## src/rtl/logic_unit_pkg.sv

```systemverilog
// Shared op encodings and the per-bit logic function for the pipelined logic unit.
package logic_unit_pkg;
  localparam int OP_W = 3;

  localparam logic [OP_W-1:0] OP_AND  = 3'd0;
  localparam logic [OP_W-1:0] OP_OR   = 3'd1;
  localparam logic [OP_W-1:0] OP_XOR  = 3'd2;
  localparam logic [OP_W-1:0] OP_XNOR = 3'd3;
  localparam logic [OP_W-1:0] OP_ANDN = 3'd4;
  localparam logic [OP_W-1:0] OP_ORN  = 3'd5;
  localparam logic [OP_W-1:0] OP_NAND = 3'd6;
  localparam logic [OP_W-1:0] OP_NOR  = 3'd7;

  // Single-bit form so any datapath width can apply it lane by lane.
  function automatic logic logic_op(input logic a, input logic b, input logic [OP_W-1:0] op);
    logic r;
    case (op)
      OP_AND:  r = a & b;
      OP_OR:   r = a | b;
      OP_XOR:  r = a ^ b;
      OP_XNOR: r = ~(a ^ b);
      OP_ANDN: r = a & ~b;
      OP_ORN:  r = a | ~b;
      OP_NAND: r = ~(a & b);
      default: r = ~(a | b);
    endcase
    return r;
  endfunction
endpackage

```

## src/rtl/logic_unit_pipe_stage.sv

```systemverilog
// One valid/ready register slice; an empty slot accepts even when downstream stalls.
module pipe_stage #(
  parameter int W = 33
) (
  input  logic         clk,
  input  logic         rst,
  input  logic         up_valid,
  output logic         up_ready,
  input  logic [W-1:0] up_data,
  output logic         dn_valid,
  input  logic         dn_ready,
  output logic [W-1:0] dn_data
);
  // Reset forces ready so the unit advertises acceptance while being cleared.
  assign up_ready = rst || !dn_valid || dn_ready;

  always_ff @(posedge clk) begin
    if (rst) begin
      dn_valid <= 1'b0;
      dn_data  <= '0;
    end else if (up_ready) begin
      dn_valid <= up_valid;
      if (up_valid) dn_data <= up_data;
    end
  end
endmodule

```

## src/rtl/logic_unit_pipe.sv

```systemverilog
// Pipelined bitwise logic unit: eight ops, zero flag, STAGES-deep valid/ready pipeline.
module logic_unit_pipe import logic_unit_pkg::*; #(
  parameter int WIDTH  = 32,
  parameter int STAGES = 2
) (
  input  logic             clk,
  input  logic             rst,
  input  logic             in_valid,
  output logic             in_ready,
  input  logic [WIDTH-1:0] in_a,
  input  logic [WIDTH-1:0] in_b,
  input  logic [OP_W-1:0]  in_op,
  output logic             out_valid,
  input  logic             out_ready,
  output logic [WIDTH-1:0] out_result,
  output logic             out_zero
);
  if (STAGES < 1) begin : g_bad_stages
    $error("logic_unit_pipe: STAGES must be >= 1");
  end

  logic [STAGES:0]          vld_pipe;
  logic [STAGES:0]          rdy_pipe;
  logic [STAGES:0][WIDTH:0] dat_pipe;
  logic [WIDTH-1:0]         res;

  always_comb begin
    res = '0;
    for (int j = 0; j < WIDTH; j++) res[j] = logic_op(in_a[j], in_b[j], in_op);
  end

  // Slot 0 of each array is the combinational input side; slot STAGES is the output side.
  assign vld_pipe[0]      = in_valid;
  assign dat_pipe[0]      = {~|res, res};
  assign rdy_pipe[STAGES] = out_ready;
  assign in_ready         = rdy_pipe[0];

  for (genvar i = 0; i < STAGES; i++) begin : g_stage
    pipe_stage #(.W(WIDTH + 1)) u_stage (
      .clk      (clk),
      .rst      (rst),
      .up_valid (vld_pipe[i]),
      .up_ready (rdy_pipe[i]),
      .up_data  (dat_pipe[i]),
      .dn_valid (vld_pipe[i+1]),
      .dn_ready (rdy_pipe[i+1]),
      .dn_data  (dat_pipe[i+1])
    );
  end

  assign out_valid             = vld_pipe[STAGES];
  assign {out_zero, out_result} = dat_pipe[STAGES];
endmodule

```

## config.mk

```make
export PLATFORM = sky130hd
export DESIGN_NAME = logic_unit_pipe
export DESIGN_NICKNAME = d
export VERILOG_FILES = /design/src/rtl/logic_unit_pkg.sv /design/src/rtl/logic_unit_pipe_stage.sv /design/src/rtl/logic_unit_pipe.sv
export SDC_FILE = /design/constraint.sdc
export NUM_CORES = 1
export LEC_CHECK = 0
export ABC_CLOCK_PERIOD_IN_PS = 5600
export BUFFER_PORTS_ARGS = -buffer_cell sky130_fd_sc_hd__buf_2
export CORE_MARGIN = 4
export CORE_UTILIZATION = 63
export CTS_CLUSTER_SIZE = 30
export DETAILED_ROUTE_END_ITERATION = 6
export PLACE_DENSITY_LB_ADDON = 0.05
export SYNTH_ARGS = -nofsm -noshare
export SYNTH_HDL_FRONTEND = slang
export SYNTH_SLANG_ARGS = --single-unit
```

## constraint.sdc

```tcl
create_clock -name clk -period 5.6 [get_ports clk]
set_clock_uncertainty 0.2 [all_clocks]
set_input_delay 0.84 -clock clk [delete_from_list [all_inputs] [get_ports clk]]
set_output_delay 0.84 -clock clk [all_outputs]
set_load 0.01 [all_outputs]
```

# After elaboration in Yosys (flattened, before gate mapping)
# Index checks and enable logic that the tools add are counted.
[classes]
eq_ne = 6
mux = 32
bitwise_logic = 288
reduce_logical = 11
[op_table]
columns = ["op", "count"]
rows = [
  ["1-bit case mux with 7 select lines", 32],
  ["1-bit NOT", 128],
  ["1-bit bitwise AND", 64],
  ["1-bit OR", 64],
  ["32-bit OR reduction", 1],
  ["1-bit bitwise XOR", 32],
  ["3-bit == test, second input constant", 3],
  ["3-bit by 2-bit == test with 1-bit output, second input constant", 2],
  ["1-bit logical OR", 4],
  ["2-bit AND reduction", 2],
  ["3-bit by 1-bit == test with 1-bit output, second input constant", 1],
  ["1-bit zero test", 3],
  ["3-bit zero test", 1],
]
[totals]
regBits = 68
in_bits = 71
output_inout_bits = 35

# Logic depth before layout (Yosys ltp)
[depth]
ltp_word = 5
depth_mapped = 11

# By module
# From an unflattened synthesis, not the netlist that was laid out.
[hier_totals]
hier_cells = 876
area_unflattened_um2 = 7333.3
[modules_own_cells]
columns = ["mod", "n_inst", "cells_each", "area_per_inst_um2", "seq_area_each_um2"]
rows = [
  ["logic_unit_pipe", 1, 578, 4212.8, 0.0],
  ["pipe_stage", 2, 149, 1560.2, 680.7],
]

# Worst setup path before layout
# No wires, ideal clock.
[synth_path]
path_type = "in2reg"
start = "in in_b[20]"
end = "reg g_stage[0].u_stage.dn_data[32]"
setup_ns = 0.069
arrival_time_ns = 2.588
required_time_ns = 5.331
slack_ns = 2.743
stages = 8
cell_sequence = "inv_1 > ha_1 > mux2_1 > o22ai_1 > a221oi_1 > or4b_1 > or4_1 > o21ai_1"
[synth_between]
elab_chain_cells = 5
elab_cells_between_ends = 12
classes_between = "mux (1); bitwise (9); reduce/logical (2)"
[synth_lines]
columns = ["item", "line_no", "text"]
rows = [
  ["start: declaration", "logic_unit_pipe.sv:11", "input logic [WIDTH-1:0] in_b,"],
  ["1-bit OR (tied with other cells)", "logic_unit_pkg.sv:19, logic_unit_pkg.sv:25", ""],
  ["1-bit NOT (tied with other cells)", "logic_unit_pkg.sv:25", "default: r = ~(a | b);"],
  ["1-bit case mux with 7 select lines (*)", "logic_unit_pkg.sv:17", "case (op)"],
  ["32-bit OR reduction (*)", "logic_unit_pipe.sv:34", "assign dat_pipe[0] = {~|res, res};"],
  ["1-bit zero test (*)", "logic_unit_pipe.sv:34", ""],
  ["end signal: assignment", "logic_unit_pipe_stage.sv:23", "if (up_valid) dn_data <= up_data;"],
  ["end: declaration", "logic_unit_pipe_stage.sv:12", "output logic [W-1:0] dn_data"],
]
# Mark *: on every way between the ends. The rest lies on a longest branch, timed or not.
# A chain may end at the register's enable or synchronous reset.

# Worst setup path in the final report
[layout_path]
start = "in in_op[0]"
end = "reg g_stage[0].u_stage.dn_data[32]"
[layout_between]
elab_chain_cells = 4
elab_cells_between_ends = 41
classes_between = "eq/ne (6); mux (32); reduce/logical (3)"
[layout_lines]
columns = ["item", "line_no", "text"]
rows = [
  ["start: declaration", "logic_unit_pipe.sv:12", "input logic [OP_W-1:0] in_op,"],
  ["3-bit == test (tied with other cells)", "logic_unit_pkg.sv:17", ""],
  ["1-bit case mux with 7 select lines", "logic_unit_pkg.sv:17", ""],
  ["32-bit OR reduction (*)", "logic_unit_pipe.sv:34", ""],
  ["1-bit zero test (*)", "logic_unit_pipe.sv:34", ""],
]
# Marks and branches as above.

==> flow_metrics.tcl <==
set metrics [dict create \
    period_share_pct 64.4 \
    path_max_fanout 57 \
    hold_path_depth 2 \
    track_usage_pct 26.2 \
    fin_hold_ws_ns 0.254 \
    htree_levels 3 \
    num_vias 6141 \
    placedCellCount 1036 \
    critical_path_class "in2reg" \
    path_clk_slew_ns 0.07 \
    final_cells 1052 \
    wl_per_cell_um 15.9 \
    yosysWarnings 0 \
    required_ns 5.68 \
    gp_congestion 0.878 \
    p_per_area_nw_per_um2 194 \
    nFillCells 925 \
    worst_path_largest_cell_delay_ns 0.72 \
    synth_cells 876 \
    syn_area_um2 6780 \
    syn_nets 1075 \
    pre_cts_ws_ns 1.71 \
    layout_common_cells "128 x ha_1, 107 x nand2_1, 104 x buf_2" \
    cts_resized 0 \
    postSynth.asyncResetShare_pct 0 \
    r2r_start "g_stage[1].u_stage.dn_valid" \
    end_kind "flop" \
    hold_end "g_stage[1].u_stage.dn_data[12]" \
    run_status "complete, no violations" \
    r2r-end "g_stage[0].u_stage.dn_data[32]" \
    io_buffer_count 105 \
    worstHoldPathType "reg2reg" \
    ant_nets 0 \
    start_util_pct 65.1 \
    grt_pass1_vias 5814 \
    drt_wl_total_um 16700 \
    fmax_ghz 0.277 \
    dp_hpwl_um 12600 \
    drtPass1Iterations 5 \
    synth_flop_cell "dfxtp_1" \
    fin_tns_setup_ns 0 \
    core-area_um2 10400 \
    grt_pass1_wl_um 27700 \
    layout-drive-gt1-share_pct 16.8 \
    ys_seq_area_share_pct 20.1 \
    worstHoldStart "g_stage[1].u_stage.dn_data[12]" \
    cts_sinks 68 \
    syn_avg_cell_area_um2 7.74 \
    max-slew-margin-rel_pct 15.5 \
    ys_types 66 \
    viasPerCell 5.84 \
    rsz0062_at_grt "false" \
    fin_nets 1110 \
    areaGrowthSynthToFinish_pct 6.81 \
    seqCellArea_um2 1360 \
    slowest_stage "and2_1" \
    leakagePower_nw 3.53 \
    clkLatencyLatePin_ns 0.34 \
    reg2reg_slack_ns 3.26 \
    cts.path.max_buffers 2 \
    diodes 0 \
    crit_arrival_ns 3.68 \
    cts_tree "yes" \
    die_area_um2 12500 \
    drv_cap 0 \
    path_cells "buf_2 > and2_1 > a221oi_1 > nor4_2 > nand4_1 > or4_1 > o21ai_1" \
    multi_input_area_um2 4600 \
    cts_setup_buffers 0 \
    hold_buffers 0 \
    ios 106 \
    drv_slew 0 \
    fin_crit_ns 3.60 \
    final_hold_viol_count 0 \
    drt-initial-drc-count 443 \
    synth_edf_count 0 \
    setup_viol 0 \
    ys_seq_elements 68 \
    vdd_ir_drop_max_mv 0.261 \
    r2r_cells 8 \
    final_util_pct 69.5 \
    critical_path.startpoint_type "input pin" \
    fin_ws_ns 2.00 \
    die_w_um 112 \
    cts_buffers 9 \
    grt_overflow_total 0 \
    grt_max_degree 73 \
    antenna_found_initial 0 \
    final_common_cell "ha_1" \
    die_h_um 112 \
    worstMarginPinSlew_ns 1.27 \
    drc 0 \
    root_buffer "clkbuf_8" \
    rows 37 \
]
worst max-delay path by stage:
stage	startpoint	to	depth (start not counted)
6_report	in_op[0]	g_stage[0].u_stage.dn_data[32]	7
5_1_grt	in_op[0]	g_stage[0].u_stage.dn_data[32]	7
4_1_cts	in_op[0]	g_stage[0].u_stage.dn_data[32]	7
3_5_place_dp	in_op[0]	g_stage[0].u_stage.dn_data[32]	7
3_3_place_gp	in_op[0]	g_stage[0].u_stage.dn_data[32]	7
2_1_floorplan	in_b[20]	g_stage[0].u_stage.dn_data[32]	8
critical path, delay by kind of cell:
family / cells / cell delay, ns
AND/OR/NAND/NOR: 4 / 1.80
buffers and inverters: 1 / 0.66
AO/OA/AOI/OAI: 2 / 0.36
final cells by class:
type | instances | share of cell area [%]
Sequential cell | 68 | 18.8
Clock inverter | 6 | 1.54
Timing Repair Buffer | 112 | 8.02
Inverter | 77 | 3.99
Multi-Input combinational cell | 643 | 63.6
Clock buffer | 10 | 1.76
Tap cell | 136 | 2.35
layer usage:
metal	vias up	wire length, µm	track usage, %
met3	32	895	2.93
li1	3030	-	-
met1	2875	7140	34.1
met5	-	0	0
met2	204	8310	45.9
met4	0	354	7.38
state kept, by name, indices dropped and copies added, names as in the netlist:
signal and count:
g_stage.u_stage.dn_valid 2, g_stage.u_stage.dn_data 66
Yosys cell counts (3+ instances only):
library cell,instances,area [µm²]
o21ai_0,28,140
nor2b_1,15,93.8
o22ai_1,19,119
nand2_1,107,402
o2111ai_1,6,52.6
dfxtp_1,68,1360
buf_4,34,255
a221oi_1,9,78.8
nor3_1,6,30.0
mux2_1,3,33.8
clkbuf_1,26,97.6
xor2_1,3,26.3
a21oi_1,87,435
o32ai_1,7,61.3
xnor2_1,3,26.3
a31oi_1,5,31.3
nand3b_1,3,22.5
a211oi_1,18,135
mux2_2,7,78.8
ha_1,128,1600
a21o_1,13,97.6
nand4_1,5,31.3
inv_1,75,282
nor2_1,67,251
buf_2,19,95.1
or2_2,6,37.5
o21ai_1,4,20.0
o221ai_1,5,43.8
buf_6,6,67.6
nand3_1,6,30.0
a311oi_1,3,26.3
nand2b_1,20,125
a2bb2oi_1,3,26.3
mux2i_1,15,150
o211ai_1,5,37.5
kinds of logic after synthesis:
group	after synthesis	synth area share, %
XOR/XNOR	6	0.775
adder cells (fa/ha/maj)	128	23.6
AND/OR/NAND/NOR	247	16.5
flip-flops	68	20.1
multiplexers	28	4.65
AO/OA/AOI/OAI	234	22.2
buffers and inverters	165	12.2
where the power goes:
group / switching [mW] / internal [mW]
clock network: 0.191 / 0.297
logic: 0.240 / 0.154
registers: 0.0164 / 0.511
stage by stage:
| stage | instance area [µm²] | power (mW) |
|---|---|---|
| after CTS | 7240 | 1.41 |
| final | 7240 | 1.41 |
| after global placement | 7000 | 0.911 |
| after floorplan | 6780 | 0.818 |
| after global routing | 7240 | 1.49 |
| after detailed placement | 7000 | 0.926 |
No activity file was read; power rests on OpenSTA's default activity.
